`src/rtl/vga_timing_gen_if.sv`:
```
// Raster timing bus: pixel-tick enable in, counters, syncs, data enable and markers out.
interface vga_timing_gen_if #(
    parameter int unsigned CW = 10
);
    logic          en;
    logic [CW-1:0] xpos;
    logic [CW-1:0] ypos;
    logic          hsync;
    logic          vsync;
    logic          de;
    logic          line_start;
    logic          frame_start;

    modport master (
        input  en,
        output xpos, ypos, hsync, vsync, de, line_start, frame_start
    );

    modport slave (
        output en,
        input  xpos, ypos, hsync, vsync, de, line_start, frame_start
    );
endinterface

```
`src/rtl/vga_timing_gen.sv`:
```
// Parametrised raster timing generator: x/y counters, registered sync/de/marker decode
// followed by an en-qualified delay line to align with downstream pixel pipelines.
module vga_timing_gen #(
    parameter int unsigned H_ACTIVE = 640,
    parameter int unsigned H_FP     = 16,
    parameter int unsigned H_SYNC   = 96,
    parameter int unsigned H_BP     = 48,
    parameter int unsigned V_ACTIVE = 480,
    parameter int unsigned V_FP     = 10,
    parameter int unsigned V_SYNC   = 2,
    parameter int unsigned V_BP     = 33,
    parameter bit          H_POL    = 1'b0,
    parameter bit          V_POL    = 1'b0,
    parameter int unsigned CW       = 10,
    parameter int unsigned DELAY    = 0
) (
    input  logic             clk,
    input  logic             rst,
    vga_timing_gen_if.master bus
);
    localparam int unsigned H_TOTAL  = H_ACTIVE + H_FP + H_SYNC + H_BP;
    localparam int unsigned V_TOTAL  = V_ACTIVE + V_FP + V_SYNC + V_BP;
    localparam int unsigned HS_START = H_ACTIVE + H_FP;
    localparam int unsigned HS_END   = HS_START + H_SYNC;
    localparam int unsigned VS_START = V_ACTIVE + V_FP;
    localparam int unsigned VS_END   = VS_START + V_SYNC;

    if ((((H_TOTAL - 1) >> CW) != 0) || (((V_TOTAL - 1) >> CW) != 0) || (DELAY > 15)) begin : g_bad_params
        $error("vga_timing_gen: mode totals do not fit in CW bits, or DELAY > 15");
    end

    typedef struct packed {
        logic hsync;
        logic vsync;
        logic de;
        logic line_start;
        logic frame_start;
    } dec_t;

    localparam dec_t DEC_IDLE = '{
        hsync:       ~H_POL,
        vsync:       ~V_POL,
        de:          1'b0,
        line_start:  1'b0,
        frame_start: 1'b0
    };

    logic [CW-1:0] xpos_q;
    logic [CW-1:0] ypos_q;
    dec_t          dec_c;
    dec_t          pipe_q [DELAY+1];

    // Pixel/line counters; both wrap together at the last pixel of the last line.
    always_ff @(posedge clk or posedge rst) begin
        if (rst) begin
            xpos_q <= '0;
            ypos_q <= '0;
        end else if (bus.en) begin
            if (xpos_q == CW'(H_TOTAL - 1)) begin
                xpos_q <= '0;
                if (ypos_q == CW'(V_TOTAL - 1)) begin
                    ypos_q <= '0;
                end else begin
                    ypos_q <= ypos_q + CW'(1);
                end
            end else begin
                xpos_q <= xpos_q + CW'(1);
            end
        end
    end

    // Decode of the current position, compared in 32 bits so region ends may equal 2**CW.
    always_comb begin
        logic [31:0] x;
        logic [31:0] y;
        x = 32'(xpos_q);
        y = 32'(ypos_q);
        dec_c             = DEC_IDLE;
        dec_c.de          = (x < H_ACTIVE) && (y < V_ACTIVE);
        dec_c.hsync       = ((x >= HS_START) && (x < HS_END)) ? H_POL : ~H_POL;
        dec_c.vsync       = ((y >= VS_START) && (y < VS_END)) ? V_POL : ~V_POL;
        dec_c.line_start  = (x == 32'd0);
        dec_c.frame_start = (x == 32'd0) && (y == 32'd0);
    end

    // Stage 0 registers the decode; stages 1..DELAY realign it. Reset flushes every stage.
    always_ff @(posedge clk or posedge rst) begin
        if (rst) begin
            for (int i = 0; i <= int'(DELAY); i++) begin
                pipe_q[i] <= DEC_IDLE;
            end
        end else if (bus.en) begin
            pipe_q[0] <= dec_c;
            for (int i = 1; i <= int'(DELAY); i++) begin
                pipe_q[i] <= pipe_q[i-1];
            end
        end
    end

    assign bus.xpos        = xpos_q;
    assign bus.ypos        = ypos_q;
    assign bus.hsync       = pipe_q[DELAY].hsync;
    assign bus.vsync       = pipe_q[DELAY].vsync;
    assign bus.de          = pipe_q[DELAY].de;
    assign bus.line_start  = pipe_q[DELAY].line_start;
    assign bus.frame_start = pipe_q[DELAY].frame_start;
endmodule

```
`src/flat_wrapper.sv`:
```
// flat-port wrapper written by rule: the top's interface ports become plain ports
module vga_timing_gen_flat 
#(
    parameter int unsigned H_ACTIVE = 640,
    parameter int unsigned H_FP     = 16,
    parameter int unsigned H_SYNC   = 96,
    parameter int unsigned H_BP     = 48,
    parameter int unsigned V_ACTIVE = 480,
    parameter int unsigned V_FP     = 10,
    parameter int unsigned V_SYNC   = 2,
    parameter int unsigned V_BP     = 33,
    parameter bit          H_POL    = 1'b0,
    parameter bit          V_POL    = 1'b0,
    parameter int unsigned CW       = 10,
    parameter int unsigned DELAY    = 0
)
  (clk, rst, bus_en, bus_xpos, bus_ypos, bus_hsync, bus_vsync, bus_de, bus_line_start, bus_frame_start);
  vga_timing_gen_if #(.CW(CW)) bus_i ();
  input  logic clk;
  input  logic rst;
  input wire logic [$bits(bus_i.en)-1:0] bus_en;
  output wire logic [$bits(bus_i.xpos)-1:0] bus_xpos;
  output wire logic [$bits(bus_i.ypos)-1:0] bus_ypos;
  output wire logic [$bits(bus_i.hsync)-1:0] bus_hsync;
  output wire logic [$bits(bus_i.vsync)-1:0] bus_vsync;
  output wire logic [$bits(bus_i.de)-1:0] bus_de;
  output wire logic [$bits(bus_i.line_start)-1:0] bus_line_start;
  output wire logic [$bits(bus_i.frame_start)-1:0] bus_frame_start;
  assign bus_i.en = bus_en;
  assign bus_xpos = bus_i.xpos;
  assign bus_ypos = bus_i.ypos;
  assign bus_hsync = bus_i.hsync;
  assign bus_vsync = bus_i.vsync;
  assign bus_de = bus_i.de;
  assign bus_line_start = bus_i.line_start;
  assign bus_frame_start = bus_i.frame_start;
  vga_timing_gen #(.H_ACTIVE(H_ACTIVE), .H_FP(H_FP), .H_SYNC(H_SYNC), .H_BP(H_BP), .V_ACTIVE(V_ACTIVE), .V_FP(V_FP), .V_SYNC(V_SYNC), .V_BP(V_BP), .H_POL(H_POL), .V_POL(V_POL), .CW(CW), .DELAY(DELAY)) u_core (.clk(clk), .rst(rst), .bus(bus_i));
endmodule
```
`config.mk`:
```
export PLATFORM = sky130hd
export DESIGN_NAME = vga_timing_gen_flat
export DESIGN_NICKNAME = d
export VERILOG_FILES = /design/src/rtl/vga_timing_gen_if.sv /design/src/rtl/vga_timing_gen.sv /design/src/flat_wrapper.sv
export SDC_FILE = /design/constraint.sdc
export NUM_CORES = 1
export LEC_CHECK = 0
export ABC_AREA = 1
export CAP_MARGIN = 30
export CORE_UTILIZATION = 35
export CTS_BUF_LIST = sky130_fd_sc_hd__clkbuf_4 sky130_fd_sc_hd__clkbuf_8
export DETAILED_ROUTE_END_ITERATION = 10
export GPL_ROUTABILITY_DRIVEN = 0
export GPL_TIMING_DRIVEN = 1
export HOLD_SLACK_MARGIN = 0.03
export PLACE_DENSITY_LB_ADDON = 0.12
export RECOVER_POWER = 25
export SYNTH_ARGS = -nofsm -noshare
export SYNTH_HDL_FRONTEND = slang
export SYNTH_SLANG_ARGS = --single-unit
```
`constraint.sdc`:
```
create_clock -name clk -period 2.8 [get_ports clk]
set_input_delay 0.7 -clock clk [delete_from_list [all_inputs] [get_ports clk]]
set_output_delay 0.7 -clock clk [all_outputs]
set_load 0.005 [all_outputs]
```
== Yosys cells after proc, flatten, opt, wreduce, memory -nomap -nowiden ==
Cells that the tools add are included.

* Bits in registers: 25
* Input bits: 3

* $add $sub $neg: 2
* Order comparisons: 6
* Equal/unequal tests: 2
* Muxes and demuxes: 4
* Reductions and logical operators: 7

{| class="wikitable"
|+ Operators by type and width
! cell !! number
|-
| $add 10x1->10 const B || 2
|-
| $eq 10x10->1 const B || 2
|-
| $logic_not 10->1 || 2
|-
| $lt 10x10->1 const B || 2
|-
| $lt 10x9->1 const B || 2
|-
| $mux 10 || 2
|-
| $ge 10x10->1 const B || 1
|-
| $ge 10x9->1 const B || 1
|-
| $logic_and 1x1->1 || 4
|-
| $mux 1 || 2
|-
| $reduce_and 2->1 || 1
|}

== Logic depth before layout (Yosys ltp) ==
Gate-level depths: netlist (run 1).

* Depth in word-level cells: 3
* Gate-level depth with buffers: 8
* Gate-level depth less buffers: 8

== Worst setup path after synthesis (run 1) ==
OpenSTA, ideal clock, no wires.

* Kind: in2reg
* Start: input bus_en
* End: register u_core.xpos_q[5] (netlist: u_core.bus.xpos[5])
* Setup time: 0.123 ns
* Arrival: 1.210 ns
* Setup slack: 1.467 ns
* Cell stages on the path: 5
* Path through: nand2_1 nor2_1 nand3_1 o21ai_0 a21oi_1

{| class="wikitable"
|+ RTL lines
! what !! RTL line !! RTL
|-
| start: declaration || flat_wrapper.sv:21 || <nowiki>input wire logic [$bits(bus_i.en)-1:0] bus_en;</nowiki>
|-
| end signal: assignment || vga_timing_gen.sv:67 || <nowiki>xpos_q <= xpos_q + CW'(1);</nowiki>
|-
| end: declaration || vga_timing_gen.sv:48 || <nowiki>logic [CW-1:0] xpos_q;</nowiki>
|}

==> impl_metrics.ini, run 1 <==
[synth]
synth.distinct_cells = 25
synth.area.top_cells = dfrtp_1, nand2_1, inv_1
syn_area_um2 = 1430
synth_common_cells = nand2_1, inv_1, nor2_1
synth_edf_count = 0
yosysMostFrequentCell = nand2_1
synth_top_flop_cell = dfrtp_1
synth_warnings = 0
syn_nets = 196
ys_ff_latch = 25
synthArstFlopShare_pct = 100
postSynthAreaPerCell_um2 = 7.55
syn_inst = 189
synth_top_area_cell = dfrtp_1
ys_seq_area_share_pct = 44.0
synth_top_area_share_pct = 40.4

[setup_path]
reg2reg_depth = 8
endpoint_kind = async pin
reg2reg_to = u_core.bus.ypos[8]$_DFFE_PP0P_
cp_top_family = buffers and inverters
cp_slowest_cell = clkbuf_1
cp_num_cells = 3
crit_chain = dlygate4sd3_1 -> inv_1 -> clkbuf_1
r2r_start = u_core.bus.xpos[0]$_DFFE_PP0P_
ff2ff_setup_slack_ns = 1.06
criticalPathCategory = input port to async pin
crit_arrival_ns = 2.27
critPathLaunchType = input port
cp_max_fo = 25
crit_buf_inv = 3
cp_slowest_stage_delay_ns = 0.98
cp_data_required_time_ns = 2.97

[timing]
setup_ws_ns = 0.701
rsz0062_at_grt = no
setup_tns_ns = 0
finClkSkew_ns = 0.00225
hold_ws_ns = 0.502
max_freq_mhz = 476
worstMarginPinSlew_ns = 1.35
setup_viol = 0
slew_viol_final = 0
max_slew_margin_pct = 10.0
fin_crit_sh_pct = 75.0
min_period_ns = 2.10
finalHoldViolCount = 0

[clock_tree]
clockRootBuffer = clkbuf_8
clkTransAtPathRegs_ns = 0.09
post_cts_buffers = 0
cts-htree-levels = 1
insertion_delay_ns = 0.28
clockBufferDepth = 2
clock-sinks = 25
numCtsBuffers = 3
hold_buffers = 0
cts_resized = 0
cts_tree = built

[floorplan]
die_w_um = 65.8
ios = 28
die_y_um = 65.8
core_um2 = 3770
initial_utilization_pct = 37.8
rows = 22
die-area_um2 = 4330

[power_and_ir_drop]
ir_drop_mv = 0.373
power.density_nw_per_um2 = 558
p_leak_nw = 0.853

[global_routing]
grt_pass1_wl_um = 5630
gr-total-overflow = 0
grt_util_met2_pct = 24.9
grt_busiest_layer = met2
track_usage_pct = 17.4
antenna_found_initial = 0
met3_usage_pct = 3.28
grt_pass1_vias = 1214
grt_max_degree = 26
use_met1_pct = 24.8

[routing]
drt_iter0_markers = 66
num_vias = 1322
routed_wl_um = 3350
drt_first_pass_iters = 4
ant_nets = 0
detail_route.wl_per_cell_um = 12.6
vias_per_cell = 4.97
post-route-drc-count = 0

[placed_design]
io_buffers = 27
dpl_worst_slack_ns = 0.605
place_hpwl_um = 2480

[cells_and_area]
fillers = 371
syn_to_final_growth_pct = 25.8
drive_gt1_share_pct = 5.50
seq_area_um2 = 628
antenna_cells = 0
final_nets = 226
multi_input_area_um2 = 663

[min_path]
hp-start = u_core.bus.hsync$_DFFE_PP1P_
whs_endpoint = u_core.bus.hsync$_DFFE_PP1P_
min_path_cells = 2
min_path_type = flop to flop

[outcome]
outcome = finished, final reports clean

[flow_run]
drv_cap = 0
## metal layers
metal  up-vias  part of all wire [%]
met5         -                     0
met4         0                   1.8
met3         5                   6.3
met2        47                    43
met1       607                    49
li1        663                     -
## where the power goes
part	switching (mW)	internal (mW)
registers	0.0806	0.410
logic	0.136	0.143
clock network	0.120	0.112
total	0.336	0.665
## per-stage QoR
stage	std cells	instance area, um2	power [mW]	util [%]
2_1_floorplan	189	1430	0.629	-
6_report	266	1790	1.00	47.6
3_5_place_dp	262	1750	0.775	46.4
4_1_cts	266	1800	1.01	47.7
3_3_place_gp	262	1750	0.775	46.4
5_1_grt	266	1790	1.07	47.6
## state kept, by name, indices dropped and copies added (netlist names)
signal	flops
u_core.bus.de	1
u_core.bus.vsync	1
u_core.bus.hsync	1
u_core.bus.xpos	10
u_core.bus.frame_start	1
u_core.bus.line_start	1
u_core.bus.ypos	10
## worst reg2reg max path, cell delays in order, from the launching register on
cell     delay [ns]
dfrtp_1        0.42
ha_1           0.22
inv_1          0.08
nor2_4         0.15
nand4_1        0.11
nor2_2         0.32
inv_1          0.17
nand2_1        0.11
nand2_1        0.06
## cells in the final DEF, fill, tap and decap left out, drive strengths merged, types with 11 or more instances in the layout
cell	count
nand3	15
nand2	43
clkdlybuf4s50	26
o21ai	12
inv	30
dfrtp	23
nor2	27
nand4	11
## area by class of cell
cell class	instances	area share [%]
flip-flops and latches	25	35.0
clock buffers	4	2.72
repair buffers	29	15.7
multi-input cells	130	37.0
well taps	48	3.35
inverters	30	6.28
## cells by family after synthesis
family	Yosys count	share of synthesized area [%]
flops	25	44.0
compound gates	17	6.58
simple gates	103	32.7
buf+inv	34	9.47
xor+xnor	6	3.68
fa+ha+maj	4	3.51
## how the worst max path moves through the flow
stage                                    from                             end
3_5_place_dp                           bus_en  u_core.bus.xpos[5]$_DFFE_PP0P_
2_1_floorplan                          bus_en  u_core.bus.xpos[5]$_DFFE_PP0P_
4_1_cts        u_core.bus.ypos[3]$_DFFE_PP0P_                     bus_ypos[3]
3_3_place_gp                           bus_en  u_core.bus.xpos[9]$_DFFE_PP0P_
5_1_grt                                   rst  u_core.bus.ypos[7]$_DFFE_PP0P_
6_report                                  rst  u_core.bus.ypos[8]$_DFFE_PP0P_
(Power assumes the default switching activity.)
==> run 2, diff against run 1 <==
==> constraint.sdc (replaced) <==
create_clock -name clk -period 1.86 [get_ports clk]
set_input_delay 0.465 -clock clk [delete_from_list [all_inputs] [get_ports clk]]
set_output_delay 0.465 -clock clk [all_outputs]
set_load 0.005 [all_outputs]
==> run 2 against run 1 <==
Net effect: critical path depth is 2 lower; sequential power up 51%; final cell count is 0.75% higher; hold slack got worse by 0.015 ns; first-iteration DRC count up 15%; clock-buffer cell count fell by 1; total power is 48% higher; register-to-register slack got worse by 0.76 ns; flip-flop and latch count unchanged; routed wire length shrank 4.1%; via count fell by 1.9%.
==> impl_metrics.ini, run 2 (synthesis results as in run 1) <==
[setup_path]
critPathLaunchType = flop
cp_slowest_cell = clkdlybuf4s50_1
crit_chain = clkdlybuf4s50_1
cp_data_required_time_ns = 1.39
cp_top_family = buffers and inverters
crit_buf_inv = 1
endpoint_kind = output port
cp_slowest_stage_delay_ns = 0.55
cp_max_fo = 7
reg2reg_depth = 7
cp_num_cells = 1
crit_arrival_ns = 1.33
criticalPathCategory = flop to output port

[timing]
setup_ws_ns = 0.0623
max_freq_mhz = 556
setup_tns_ns = 0
rsz0062_at_grt = no
finalHoldViolCount = 0
max_slew_margin_pct = 56.5
min_period_ns = 1.80
setup_viol = 0
fin_crit_sh_pct = 96.7
finClkSkew_ns = 0.00722
slew_viol_final = 0
hold_ws_ns = 0.486
worstMarginPinSlew_ns = 0.653

[clock_tree]
clock-sinks = 25
post_cts_buffers = 0
clkTransAtPathRegs_ns = 0.09
clockRootBuffer = clkbuf_8
hold_buffers = 0
insertion_delay_ns = 0.27
numCtsBuffers = 3
cts-htree-levels = 1
clockBufferDepth = 2
cts_tree = built

[placed_design]
placed_area_um2 = 1760
placed_cells = 264
io_buffers = 27
place_hpwl_um = 2480
dpl_worst_slack_ns = 0.0710

[flow_run]
drv_cap = 0

[floorplan]
ios = 28
rows = 22
die_w_um = 65.8
die-area_um2 = 4330
initial_utilization_pct = 37.8
die_y_um = 65.8
core_um2 = 3770

[power_and_ir_drop]
p_leak_nw = 0.862
power.density_nw_per_um2 = 817
ir_drop_mv = 0.516
power_mw = 1.48

[cells_and_area]
fin_area_um2 = 1810
fin_cells = 268
syn_to_final_growth_pct = 26.9
multi_input_area_um2 = 663
layout_common_cells = nand2_1, inv_1, clkdlybuf4s50_1
final_nets = 228
mostFrequentLayoutCell = nand2_1
fin_util_pct = 48.0
antenna_cells = 0
seq_area_um2 = 631
fillers = 364
drive_gt1_share_pct = 7.73

[global_routing]
antenna_found_initial = 0
gr-total-overflow = 0
grt_pass1_wl_um = 5730
track_usage_pct = 17.5
grt_max_degree = 26
grt_pass1_vias = 1247

[routing]
drt_first_pass_iters = 4
routed_wl_um = 3220
detail_route.wl_per_cell_um = 12.0
num_vias = 1297
vias_per_cell = 4.84
post-route-drc-count = 0
drt_iter0_markers = 76
ant_nets = 0

[outcome]
outcome = finished, final reports clean

[min_path]
min_path_type = flop to flop
min_path_cells = 2
-- run 2: what timing repair did --
| item | in CTS | in global routing |
|---|---|---|
| endpoints found under the hold margin | 0 | 0 |
| setup endpoints to repair | 0 | 2 |
| resized for setup | 0 | 2 |
-- run 2: final cells by class --
| cell class | instances | area share (%) |
|---|---|---|
| inverter | 30 | 6.22 |
| clock inverter | 1 | 0.276 |
| multi-input combinational | 130 | 36.6 |
| tap | 48 | 3.32 |
| timing repair buffer | 31 | 16.4 |
| sequential | 25 | 34.8 |
| clock buffer | 3 | 2.28 |
-- run 2: worst paths after layout --
check                                               start                        endpoint  slack [ns]
setup / recovery           u_core.bus.xpos[3]$_DFFE_PP0P_                     bus_xpos[3]        0.06
hold / removal               u_core.bus.hsync$_DFFE_PP1P_    u_core.bus.hsync$_DFFE_PP1P_        0.49
setup reg to reg           u_core.bus.ypos[0]$_DFFE_PP0P_  u_core.bus.ypos[0]$_DFFE_PP0P_        0.30
hold reg to reg              u_core.bus.hsync$_DFFE_PP1P_    u_core.bus.hsync$_DFFE_PP1P_        0.49
max in group asynchronous                             rst  u_core.bus.ypos[3]$_DFFE_PP0P_        0.60
min in group asynchronous                             rst  u_core.bus.xpos[2]$_DFFE_PP0P_        0.79
-- run 2: worst min-delay path: cells and delay by family (launching register included) --
family / cells / cell delay (ns)
compound gates: 1 / 0.04
flops: 1 / 0.37
simple gates: 1 / 0.07
-- run 2: layer usage --
metal	track usage, %	up-vias	part of all wire (%)
met3	3.97	2	3.1
met1	24.8	605	51
li1	-	670	-
met2	26.9	20	46
met5	0	-	0
met4	3.80	0	0.59
-- run 2: power by group --
part / switching, mW / leakage [nW] / internal (mW)
sequential: 0.125 / 0.305 / 0.617
clock: 0.173 / 0.0255 / 0.150
combinational: 0.199 / 0.532 / 0.216
total: 0.497 / 0.862 / 0.982
